### src/rtl/id_issue_if.sv
`default_nettype none
// ============================================================================
// Module   : id_issue_if
// Purpose  : Fetch, writeback and ID/EX signal bundle for id_issue_unit.
// Revision : 1.0 - initial release
// ============================================================================
interface id_issue_if #(
  parameter int data_width = 32,
  parameter int reg_addr   = 3,
  parameter int cnt_width  = 16
);
  logic                  instr_valid;
  logic [31:0]           instr;
  logic                  instr_ready;
  logic                  ex_stall;
  logic                  wb_en;
  logic [reg_addr-1:0]   wb_addr;
  logic [data_width-1:0] wb_data;
  logic                  WRegEn_out;
  logic                  WMemEn_out;
  logic [data_width-1:0] r1_data_out;
  logic [data_width-1:0] r2_data_out;
  logic [reg_addr-1:0]   wReg1_out;
  logic                  idex_enable;
  logic [cnt_width-1:0]  issue_cnt;
  logic [cnt_width-1:0]  stall_cnt;

  modport master (
    output instr_valid, instr, ex_stall, wb_en, wb_addr, wb_data,
    input  instr_ready, WRegEn_out, WMemEn_out, r1_data_out, r2_data_out,
           wReg1_out, idex_enable, issue_cnt, stall_cnt
  );

  modport slave (
    input  instr_valid, instr, ex_stall, wb_en, wb_addr, wb_data,
    output instr_ready, WRegEn_out, WMemEn_out, r1_data_out, r2_data_out,
           wReg1_out, idex_enable, issue_cnt, stall_cnt
  );
endinterface
`default_nettype wire

### src/rtl/id_issue_unit.sv
`default_nettype none
// ============================================================================
// Module   : id_issue_unit
// Purpose  : Decode/issue stage with register file, scoreboard and ID/EX feed.
// Revision : 1.0 - initial release
// ============================================================================
module id_issue_unit #(
  parameter int data_width = 32,
  parameter int reg_addr   = 3,
  parameter int cnt_width  = 16
) (
  input  logic      clk,
  input  logic      reset,
  id_issue_if.slave bus
);
  localparam int c_nreg = 1 << reg_addr;

  // Only the control and register-index bits of the instruction are kept.
  logic [31:21]          r_ir;
  logic                  r_ir_valid;
  logic [data_width-1:0] r_rf [c_nreg];
  logic [c_nreg-1:0]     r_pending;
  logic [cnt_width-1:0]  r_issue_cnt;
  logic [cnt_width-1:0]  r_stall_cnt;

  logic [reg_addr-1:0]   w_rs1;
  logic [reg_addr-1:0]   w_rs2;
  logic [reg_addr-1:0]   w_dst;
  logic [c_nreg-1:0]     w_wb_mask;
  logic [c_nreg-1:0]     w_eff_pend;
  logic [c_nreg-1:0]     w_set_mask;
  logic                  w_hazard;
  logic                  w_fire;
  logic                  w_accept;
  logic                  w_stall_evt;
  logic [data_width-1:0] w_rd1;
  logic [data_width-1:0] w_rd2;
  logic                  w_unused_instr;

  assign w_unused_instr = ^bus.instr[20:0];

  assign w_dst = r_ir[29 -: reg_addr];
  assign w_rs1 = r_ir[26 -: reg_addr];
  assign w_rs2 = r_ir[23 -: reg_addr];

  // A writeback in flight releases its register in the same cycle.
  assign w_wb_mask  = bus.wb_en ? (c_nreg'(1) << bus.wb_addr) : '0;
  assign w_eff_pend = r_pending & ~w_wb_mask;

  assign w_hazard    = r_ir_valid & (w_eff_pend[w_rs1] | w_eff_pend[w_rs2] |
                                     (r_ir[31] & w_eff_pend[w_dst]));
  assign w_fire      = r_ir_valid & ~w_hazard & ~bus.ex_stall;
  assign w_accept    = bus.instr_valid & (~r_ir_valid | w_fire);
  assign w_stall_evt = r_ir_valid & w_hazard & ~bus.ex_stall;
  assign w_set_mask  = (w_fire & r_ir[31]) ? (c_nreg'(1) << w_dst) : '0;

  assign w_rd1 = (bus.wb_en && bus.wb_addr == w_rs1) ? bus.wb_data : r_rf[w_rs1];
  assign w_rd2 = (bus.wb_en && bus.wb_addr == w_rs2) ? bus.wb_data : r_rf[w_rs2];

  always_ff @(posedge clk or posedge reset) begin
    if (reset) begin
      r_ir       <= '0;
      r_ir_valid <= 1'b0;
    end else if (w_accept) begin
      r_ir       <= bus.instr[31:21];
      r_ir_valid <= 1'b1;
    end else if (w_fire) begin
      r_ir_valid <= 1'b0;
    end
  end

  // Set after clear so a same-register issue keeps the new write outstanding.
  always_ff @(posedge clk or posedge reset) begin
    if (reset) begin
      r_pending <= '0;
    end else begin
      r_pending <= (r_pending & ~w_wb_mask) | w_set_mask;
    end
  end

  always_ff @(posedge clk or posedge reset) begin
    if (reset) begin
      for (int i = 0; i < c_nreg; i++) begin
        r_rf[i] <= '0;
      end
    end else if (bus.wb_en) begin
      r_rf[bus.wb_addr] <= bus.wb_data;
    end
  end

  always_ff @(posedge clk or posedge reset) begin
    if (reset) begin
      r_issue_cnt <= '0;
      r_stall_cnt <= '0;
    end else begin
      if (w_fire && r_issue_cnt != '1) begin
        r_issue_cnt <= r_issue_cnt + cnt_width'(1);
      end
      if (w_stall_evt && r_stall_cnt != '1) begin
        r_stall_cnt <= r_stall_cnt + cnt_width'(1);
      end
    end
  end

  always_comb begin
    bus.instr_ready = ~r_ir_valid | w_fire;
    bus.idex_enable = ~bus.ex_stall;
    bus.issue_cnt   = r_issue_cnt;
    bus.stall_cnt   = r_stall_cnt;
    bus.WRegEn_out  = 1'b0;
    bus.WMemEn_out  = 1'b0;
    bus.r1_data_out = '0;
    bus.r2_data_out = '0;
    bus.wReg1_out   = '0;
    if (r_ir_valid) begin
      bus.r1_data_out = w_rd1;
      bus.r2_data_out = w_rd2;
      bus.wReg1_out   = w_dst;
    end
    if (w_fire) begin
      bus.WRegEn_out = r_ir[31];
      bus.WMemEn_out = r_ir[30];
    end
  end
endmodule
`default_nettype wire

### src/flat_wrapper.sv
// flat-port wrapper written by rule: the top's interface ports become plain ports
module id_issue_unit_flat 
#(
  parameter int data_width = 32,
  parameter int reg_addr   = 3,
  parameter int cnt_width  = 16
)
  (clk, reset, bus_instr_valid, bus_instr, bus_ex_stall, bus_wb_en, bus_wb_addr, bus_wb_data, bus_instr_ready, bus_WRegEn_out, bus_WMemEn_out, bus_r1_data_out, bus_r2_data_out, bus_wReg1_out, bus_idex_enable, bus_issue_cnt, bus_stall_cnt);
  id_issue_if #(.data_width(data_width), .reg_addr(reg_addr), .cnt_width(cnt_width)) bus_i ();
  input  logic clk;
  input  logic reset;
  input wire logic [$bits(bus_i.instr_valid)-1:0] bus_instr_valid;
  input wire logic [$bits(bus_i.instr)-1:0] bus_instr;
  input wire logic [$bits(bus_i.ex_stall)-1:0] bus_ex_stall;
  input wire logic [$bits(bus_i.wb_en)-1:0] bus_wb_en;
  input wire logic [$bits(bus_i.wb_addr)-1:0] bus_wb_addr;
  input wire logic [$bits(bus_i.wb_data)-1:0] bus_wb_data;
  output wire logic [$bits(bus_i.instr_ready)-1:0] bus_instr_ready;
  output wire logic [$bits(bus_i.WRegEn_out)-1:0] bus_WRegEn_out;
  output wire logic [$bits(bus_i.WMemEn_out)-1:0] bus_WMemEn_out;
  output wire logic [$bits(bus_i.r1_data_out)-1:0] bus_r1_data_out;
  output wire logic [$bits(bus_i.r2_data_out)-1:0] bus_r2_data_out;
  output wire logic [$bits(bus_i.wReg1_out)-1:0] bus_wReg1_out;
  output wire logic [$bits(bus_i.idex_enable)-1:0] bus_idex_enable;
  output wire logic [$bits(bus_i.issue_cnt)-1:0] bus_issue_cnt;
  output wire logic [$bits(bus_i.stall_cnt)-1:0] bus_stall_cnt;
  assign bus_i.instr_valid = bus_instr_valid;
  assign bus_i.instr = bus_instr;
  assign bus_i.ex_stall = bus_ex_stall;
  assign bus_i.wb_en = bus_wb_en;
  assign bus_i.wb_addr = bus_wb_addr;
  assign bus_i.wb_data = bus_wb_data;
  assign bus_instr_ready = bus_i.instr_ready;
  assign bus_WRegEn_out = bus_i.WRegEn_out;
  assign bus_WMemEn_out = bus_i.WMemEn_out;
  assign bus_r1_data_out = bus_i.r1_data_out;
  assign bus_r2_data_out = bus_i.r2_data_out;
  assign bus_wReg1_out = bus_i.wReg1_out;
  assign bus_idex_enable = bus_i.idex_enable;
  assign bus_issue_cnt = bus_i.issue_cnt;
  assign bus_stall_cnt = bus_i.stall_cnt;
  id_issue_unit #(.data_width(data_width), .reg_addr(reg_addr), .cnt_width(cnt_width)) u_core (.clk(clk), .reset(reset), .bus(bus_i));
endmodule
### config.mk
export PLATFORM = sky130hd
export DESIGN_NAME = id_issue_unit_flat
export DESIGN_NICKNAME = d
export VERILOG_FILES = /design/src/rtl/id_issue_if.sv /design/src/rtl/id_issue_unit.sv /design/src/flat_wrapper.sv
export SDC_FILE = /design/constraint.sdc
export NUM_CORES = 1
export LEC_CHECK = 0
export CORE_MARGIN = 2
export CORE_UTILIZATION = 55
export CTS_BUF_LIST = sky130_fd_sc_hd__clkbuf_2 sky130_fd_sc_hd__clkbuf_4 sky130_fd_sc_hd__clkbuf_8
export DETAILED_ROUTE_END_ITERATION = 10
export GPL_TIMING_DRIVEN = 0
export PLACE_DENSITY = 0.78
export REMOVE_ABC_BUFFERS = 1
export SYNTH_ARGS = -nofsm -noshare
export SYNTH_HDL_FRONTEND = slang
export SYNTH_SLANG_ARGS = --single-unit
### constraint.sdc
create_clock -name clk -period 13.5 [get_ports clk]
set_clock_uncertainty 0.1 [all_clocks]
set_input_delay 1.35 -clock clk [delete_from_list [all_inputs] [get_ports clk]]
set_output_delay 1.35 -clock clk [all_outputs]
set_load 0.005 [all_outputs]
# --- After elaboration in Yosys (flattened, before gate mapping) ---
# Index checks and enable logic that the tools add are counted.
word_totals:
  register_bits: 308
  latchBits: 0
  ram_bits: 0
  rom_bits: 0
  input_bits: 72
  elab_cells: 80
  n_memories: 0
op_classes:
  addsub: 2
  multipliers: 0
  div: 0
  order_cmp: 7
  n_eq_ne: 4
  shifts: 2
  n_mux: 26
  n_bitwise: 20
  n_reduce_logical: 6
op_table:
  columns: ["cell", "count"]
  rows:
  - ["$mux W32", 9]
  - ["$bwmux W256", 1]
  - ["$bmux W32 S3", 2]
  - ["$demux W32 S3", 1]
  - ["$add A16 B1 Y16 const B", 2]
  - ["$ne A16 B16 Y1 const B", 2]
  - ["$mux W8", 2]
  - ["$shl A1 B3 Y8 const A", 2]
  - ["$ge A4 B4 Y1 const B", 3]
  - ["$lt A3 B4 Y1 const B", 3]
  - ["$not A3 Y4", 3]
  - ["$bmux W1 S3", 3]
  - ["$and A1 B1 Y1", 8]
  - ["$and A8 B8 Y8", 1]
  - ["$not A8 Y8", 1]
  - ["$or A8 B8 Y8", 1]
  - ["$mux W1", 7]
  - ["$eq A3 B3 Y1", 2]
  - ["$logic_and A1 B1 Y1", 5]
  - ["$lt A4 B1 Y1 const B", 1]
  - ["$mux W3", 1]
  - ["$not A1 Y1", 3]
  - ["$or A1 B1 Y1", 3]
  - ["$reduce_bool A2 Y1", 1]

# --- Depth between registers and ports, before layout ---
# Gate-level depths: netlist (run 1).
logic_depth:
  depth_word: 15
  mapped_depth: 10

# --- Worst setup path before layout (run 1) ---
# OpenSTA, ideal clock, no wires.
synth_timing:
  path_kind: "in2out"
  from: "in bus_wb_addr[2]"
  to: "out bus_instr_ready"
  arrival_ns: 2.936
  required_ns: 12.050
  path_slack_ns: 9.114
  stages: 9
  n_path_buf: 3
  path_cell_list: "buf_2 > and4bb_2 > buf_2 > o32ai_1 > o32ai_1 > o211a_1 > nand3_2 > buf_2 > nand2_1"
synth_via:
  elab_chain_cells: 13
  word_cells_on_any_way: 18
  classes_between: "1 x shift; 7 x mux; 10 x bitwise"
synth_lines:
  columns: ["element", "line_no", "text"]
  rows:
  - ["start: declaration", "flat_wrapper.sv:16", "input wire logic [$bits(bus_i.wb_addr)-1:0] bus_wb_addr;"]
  - ["$shl A1 B3 Y8 *", "id_issue_unit.sv:47", "assign w_wb_mask = bus.wb_en ? (c_nreg'(1) << bus.wb_addr) : '0;"]
  - ["$mux W8 *", "id_issue_unit.sv:47", null]
  - ["$not A8 Y8 *", "id_issue_unit.sv:48", "assign w_eff_pend = r_pending & ~w_wb_mask;"]
  - ["$and A8 B8 Y8 *", "id_issue_unit.sv:48", null]
  - ["$bmux W1 S3 (on tied branches)", "id_issue_unit.sv:50, id_issue_unit.sv:51", null]
  - ["$mux W1 (on tied branches)", "id_issue_unit.sv:50, id_issue_unit.sv:51", null]
  - ["$or A1 B1 Y1 or $and A1 B1 Y1 (tied branches)", "id_issue_unit.sv:50, id_issue_unit.sv:51", null]
  - ["$or A1 B1 Y1 *", "id_issue_unit.sv:50", "assign w_hazard = r_ir_valid & (w_eff_pend[w_rs1] | w_eff_pend[w_rs2] |"]
  - ["$and A1 B1 Y1 *", "id_issue_unit.sv:50", null]
  - ["$not A1 Y1 *", "id_issue_unit.sv:52", "assign w_fire = r_ir_valid & ~w_hazard & ~bus.ex_stall;"]
  - ["$and A1 B1 Y1 * (2 in a row)", "id_issue_unit.sv:52", null]
  - ["$or A1 B1 Y1 *", "id_issue_unit.sv:106", "bus.instr_ready = ~r_ir_valid | w_fire;"]
  - ["end: declaration", "flat_wrapper.sv:18", "output wire logic [$bits(bus_i.instr_ready)-1:0] bus_instr_ready;"]
# Every way passes the cells marked *; elsewhere a longest branch is shown, timed or not. The select of a mux whose other input is x is not followed.

# --- Worst setup path in the final report (run 1) ---
layout_timing:
  from: "in bus_wb_addr[2]"
  to: "out bus_WMemEn_out"
layout_via:
  elab_chain_cells: 13
  word_cells_on_any_way: 18
  classes_between: "1 x shift; 8 x mux; 9 x bitwise"
layout_lines:
  columns: ["element", "line_no", "text"]
  rows:
  - ["$shl A1 B3 Y8 *", "id_issue_unit.sv:47", null]
  - ["$mux W8 *", "id_issue_unit.sv:47", null]
  - ["$not A8 Y8 *", "id_issue_unit.sv:48", null]
  - ["$and A8 B8 Y8 *", "id_issue_unit.sv:48", null]
  - ["$bmux W1 S3 (on tied branches)", "id_issue_unit.sv:50, id_issue_unit.sv:51", null]
  - ["$mux W1 (on tied branches)", "id_issue_unit.sv:50, id_issue_unit.sv:51", null]
  - ["$or A1 B1 Y1 or $and A1 B1 Y1 (tied branches)", "id_issue_unit.sv:50, id_issue_unit.sv:51", null]
  - ["$or A1 B1 Y1 *", "id_issue_unit.sv:50", null]
  - ["$and A1 B1 Y1 *", "id_issue_unit.sv:50", null]
  - ["$not A1 Y1 *", "id_issue_unit.sv:52", null]
  - ["$and A1 B1 Y1 * (2 in a row)", "id_issue_unit.sv:52", null]
  - ["$mux W1 *", "id_issue_unit.sv:120", "if (w_fire) begin"]
  - ["end: declaration", "flat_wrapper.sv:20", "output wire logic [$bits(bus_i.WMemEn_out)-1:0] bus_WMemEn_out;"]
# Marked as above.

==> key figures, run 1 <==
Clock tree
  • Clk slew on worst S/H paths: approximately 0.05 ns
  • Clock Latency Late Sink: 0.58 ns
  • Post-CTS Hold Fix Bufs: 0
  • Clock net sink count: 308
  • Cts repair resizes: 0
  • H-Tree Depth: 2
  • CTS buffer count: 51
  • Root buffer selected by CTS: clkbuf_8
  • CTS max path bufs: 3
  • Post-CTS setup buffers: 0
  • CTS tree: yes

STA
  • Slew Limit Fails: 0
  • RSZ-0062 raised after global routing: false
  • Final period util: 0.5160
  • Worst rel slew slack: 0.03464
  • Fmax: 143.6 MHz
  • Final hold violation count: 0
  • Setup Viol. Count Final: 0
  • Worst-margin pin slew: 1.448 ns
  • Fin crit period: about 7 ns

Critical path
  • FF-to-FF End: u_core.bus.stall_cnt[1]
  • Worst flop-to-flop path startpoint: u_core.r_ir[21]
  • CP Data Required Time: about 12 ns
  • Worst setup EP type: output port
  • CP top delay family: simple AND/OR/NAND/NOR gates
  • Largest stage delay, worst path: just over 1 ns
  • Worst reg2reg path depth: 7
  • Critical path peak fanout: 36
  • R2R Setup Slk: 10.14 ns
  • Most frequent CP cell: clkdlybuf4s50_1
  • Levels on crit path: 8
  • Worst setup path startpoint: bus_wb_addr[2]
  • CP endpoint: bus_WMemEn_out
  • CP arrival: between 5 and 6 ns
  • Critical path launch point type: input port
  • Crit-path slowest cell: clkdlybuf4s50_1
  • CP Class: in2out
  • Crit path cell chain: clkdlybuf4s50_1 > nand4b_4 > and3_1 > o32ai_1 > o211a_1 > nand3_2 > nor2_1 > clkdlybuf4s50_1
  • Crit path buffers/inverters: 2

Global route
  • Largest net degree at the start of global routing: 126
  • GR Layer Usage met2: 0.4237
  • Vias in the first global route: around 12000
  • GR peak layer: met2
  • First-pass GRT wire length: approximately 69000 um
  • Total congestion overflow: 0
  • Total Routing Usage GR: 0.2674
  • Initial antenna violation count: 1
  • Met1 GRT Util: 0.3762
  • GRT met3 Usage: 0.05962

Die
  • # IOs: 175
  • Die Width: approximately 180 um
  • Core area: approximately 30000 um2
  • Die ar.: 32480 um2
  • Row count: 64
  • Starting Density: 0.5583
  • Die Height: 180.2 um

Logic synthesis
  • Post-Synth Simple-Gate Area: 0.09957
  • Mux contribution to synthesized area: 0.3427
  • Post-Synth Adder-Cell Area: 0.001465
  • Syn avg cell area: 12.56 um2
  • Synth Area in Compound Gates: 0.05202
  • Xor-xnor portion of the synthesized cell area: 0.01795
  • Mapped Cells: between 1000 and 1500
  • Prevailing post-synth register cell: dfrtp_1
  • Mapped cell area: 17080 um2
  • Library cells used by synthesis: 57
  • Ys Warns: 0
  • Ys async rst share: 1.000
  • Sequential-to-total area share from yosys stat: 0.4513
  • Yosys reg bits: roughly 310
  • Main combinational cell family by area after synthesis: multiplexers
  • Post-synth EDFFs: 0

Routing
  • Post-route DRC violation count: 0
  • Antenna viol nets, final: 0
  • Initial DRC count: around 910
  • DR WL/cell: between 20 and 25 um
  • Total Wirelength: 42430 um
  • Vias: between 10000 and 15000
  • DR vias/cell: 6.301
  • DR pass1 iterations: 5

Power
  • Flop pwr share: 0.321
  • Net Sw Power: about 1.5 mW
  • Lkg Pwr: about 9.2 nW
  • Clock power share: 0.193
  • Switching share of power: 0.3375
  • VDD IR-drop max: 0.1322 mV
  • Logic pwr share: 0.486
  • P per Cell Area: 218.0 nW/um2
  • Power Internal: a little under 3 mW

Finish
  • Non-Filler Instances: about 1900
  • Number of nets in the layout: between 1500 and 2000
  • Layout cell share with drive strength beyond 1: 0.3130
  • Area grow syn2layout: 18.73%
  • Fin area: 20280 um2

Status
  • Status: finished, final reports clean

Placed design
  • Dpl hpwl: 26130 um
  • Cell Area, Placed: 19220 um2
  • Number of port buffers: 153
  • Gpl congestion: ~0.80
  • # placed instances: 1799

Run
  • Max Cap Viol: 0

Worst hold path
  • Hold WC Path Type: reg2reg
power by group through the flow:
stage | clock (mW) | combinational (mW) | sequential (mW)
2_1_floorplan | 0 | 1.30 | 1.45
3_3_place_gp | 0 | 1.98 | 1.60
3_5_place_dp | 0 | 2.15 | 1.43
4_1_cts | 0.867 | 2.16 | 1.42
5_1_grt | 0.911 | 2.31 | 1.46
6_report | 0.852 | 2.15 | 1.42
cell families (layout without fill, tap and decap cells):
| logic type | after synthesis | in the layout |
|---|---|---|
| compound gates | 94 | 94 |
| buf+inv | 151 | 283 |
| mux | 399 | 399 |
| flops | 308 | 308 |
| simple gates | 371 | 371 |
| xor+xnor | 35 | 35 |
| fa+ha+maj | 2 | 2 |
| other cells | 0 | 1 |
state kept, by name, summed over array words and instances (netlist names):
signal                count
u_core.bus.issue_cnt     16
u_core.bus.stall_cnt     16
u_core.r_ir              11
u_core.r_ir_valid         1
u_core.r_pending          8
u_core.r_rf             256
cell usage after synthesis, types with 2 or more instances:
cell | n | area, um2
nor3_1 | 6 | 30.03
nand4_1 | 8 | 50.05
nand4bb_1 | 2 | 22.52
buf_1 | 19 | 71.32
mux2_1 | 11 | 123.9
ha_1 | 2 | 25.02
mux4_2 | 128 | 2883
nor3b_1 | 2 | 15.01
nor2_1 | 7 | 26.28
a21oi_1 | 3 | 15.01
o211a_1 | 65 | 650.6
mux2_2 | 195 | 2196
nor4_2 | 6 | 75.07
a22o_1 | 2 | 17.52
nand2_1 | 282 | 1059
buf_2 | 18 | 90.09
mux2i_1 | 65 | 650.6
o32ai_1 | 6 | 52.55
dfrtp_1 | 308 | 7707
o31ai_1 | 2 | 15.01
nor4b_1 | 2 | 17.52
clkbuf_1 | 101 | 379.1
o21ai_0 | 3 | 15.01
xnor2_1 | 23 | 201.4
nor2b_1 | 4 | 25.02
a32o_1 | 2 | 20.02
and2_1 | 4 | 25.02
xor2_1 | 12 | 105.1
nand2b_1 | 4 | 25.02
nand3_1 | 16 | 80.08
and3_1 | 15 | 93.84
inv_1 | 12 | 45.04
worst min path at each step:
| stage | to | cells past startpoint | start | slack, ns |
|---|---|---|---|---|
| after floorplan | u_core.r_rf[128] | 2 | u_core.r_rf[128] | 0.36 |
| after global placement | u_core.r_rf[214] | 2 | u_core.r_rf[214] | 0.37 |
| after detailed placement | u_core.r_rf[153] | 2 | u_core.r_rf[153] | 0.38 |
| after CTS | u_core.r_rf[156] | 2 | u_core.r_rf[156] | 0.40 |
| after global routing | u_core.r_rf[194] | 2 | u_core.r_rf[194] | 0.42 |
| final | u_core.r_rf[156] | 2 | u_core.r_rf[156] | 0.39 |
worst min-delay path: stages (launching register included):
cell,delay [ns]
dfrtp_1,0.35
nand2_1,0.06
nand2_1,0.06
placed cells by master (no fill, tap or decap), drive strengths merged, types with 3 or more instances in the layout:
master,n
a21oi,3
and2,4
and3,15
buf,29
clkbuf,81
clkdlybuf4s50,153
clkinv,6
dfrtp,308
inv,12
mux2,206
mux2i,65
mux4,128
nand2,282
nand2b,4
nand3,17
nand4,9
nand4b,3
nor2,7
nor2b,4
nor3,6
nor4,7
nor4b,3
o211a,65
o21ai,3
o32ai,6
xnor2,23
xor2,12
through the flow:
stage / power, mW / hold WS [ns] / worst slack [ns] / utilization / setup TNS (ns)
CTS: 4.448 / 0.3992 / 6.599 / 0.6628 / 0
global placement: 3.579 / 0.3718 / -0.2780 / 0.6065 / -74.25
global route: 4.676 / 0.4177 / 6.376 / 0.6628 / 0
floorplan: 2.745 / 0.3570 / 3.534 / - / 0
detailed placement: 3.582 / 0.3844 / 6.612 / 0.6282 / 0
finish: 4.420 / 0.3937 / 6.534 / 0.6629 / 0
layout make-up:
cell class / instances / area [um2]
fillers: 2172 / 10310
clock buffers: 81 / 989.7
flip-flops and latches: 308 / 7726
clock inverters: 8 / 67.56
repair buffers: 182 / 2103
well taps: 396 / 495.5
multi-input cells: 901 / 8840
inverters: 12 / 52.55
diodes: 1 / 2.502
layer usage:
layer	share of wire	wire, um	vias up
li1	-	-	5180
met1	0.42	17900	6161
met2	0.47	20110	485
met3	0.084	3545	77
met4	0.021	878	0
met5	0	0	-
Power figures use the tool's default switching activity.
==> run 2: changes to the inputs <==
Clock period 13.5 ns to 7 ns, I/O delays scaled along.
==> results of run 2 <==
Same layout as run 1 (identical final DEF). Status: finished, final reports clean.
Main changes from that run: setup slack after placement 6.612 ns -> 1.412 ns; setup slack after layout 6.534 ns -> 1.334 ns; register-to-register setup slack 10.14 ns -> 3.64 ns; total power 4.420 mW -> 8.524 mW; worst IR drop on VDD 0.1322 mV -> 0.2550 mV
==> run 3: changes to the inputs <==
Clock period 7 ns to 5.7 ns, I/O delays scaled along.
==> results of run 3 <==
Same layout as run 1 (identical final DEF). Status: finished, final reports clean.
Main changes from that run: setup slack after placement 6.612 ns -> 0.3719 ns; clock-pin slew on the worst setup and hold paths 0.05 ns -> 0.06 ns; setup slack after layout 6.534 ns -> 0.2944 ns; hold slack 0.3937 ns -> 0.3689 ns; register-to-register setup slack 10.14 ns -> 2.34 ns; total power 4.420 mW -> 10.47 mW; worst IR drop on VDD 0.1322 mV -> 0.3131 mV
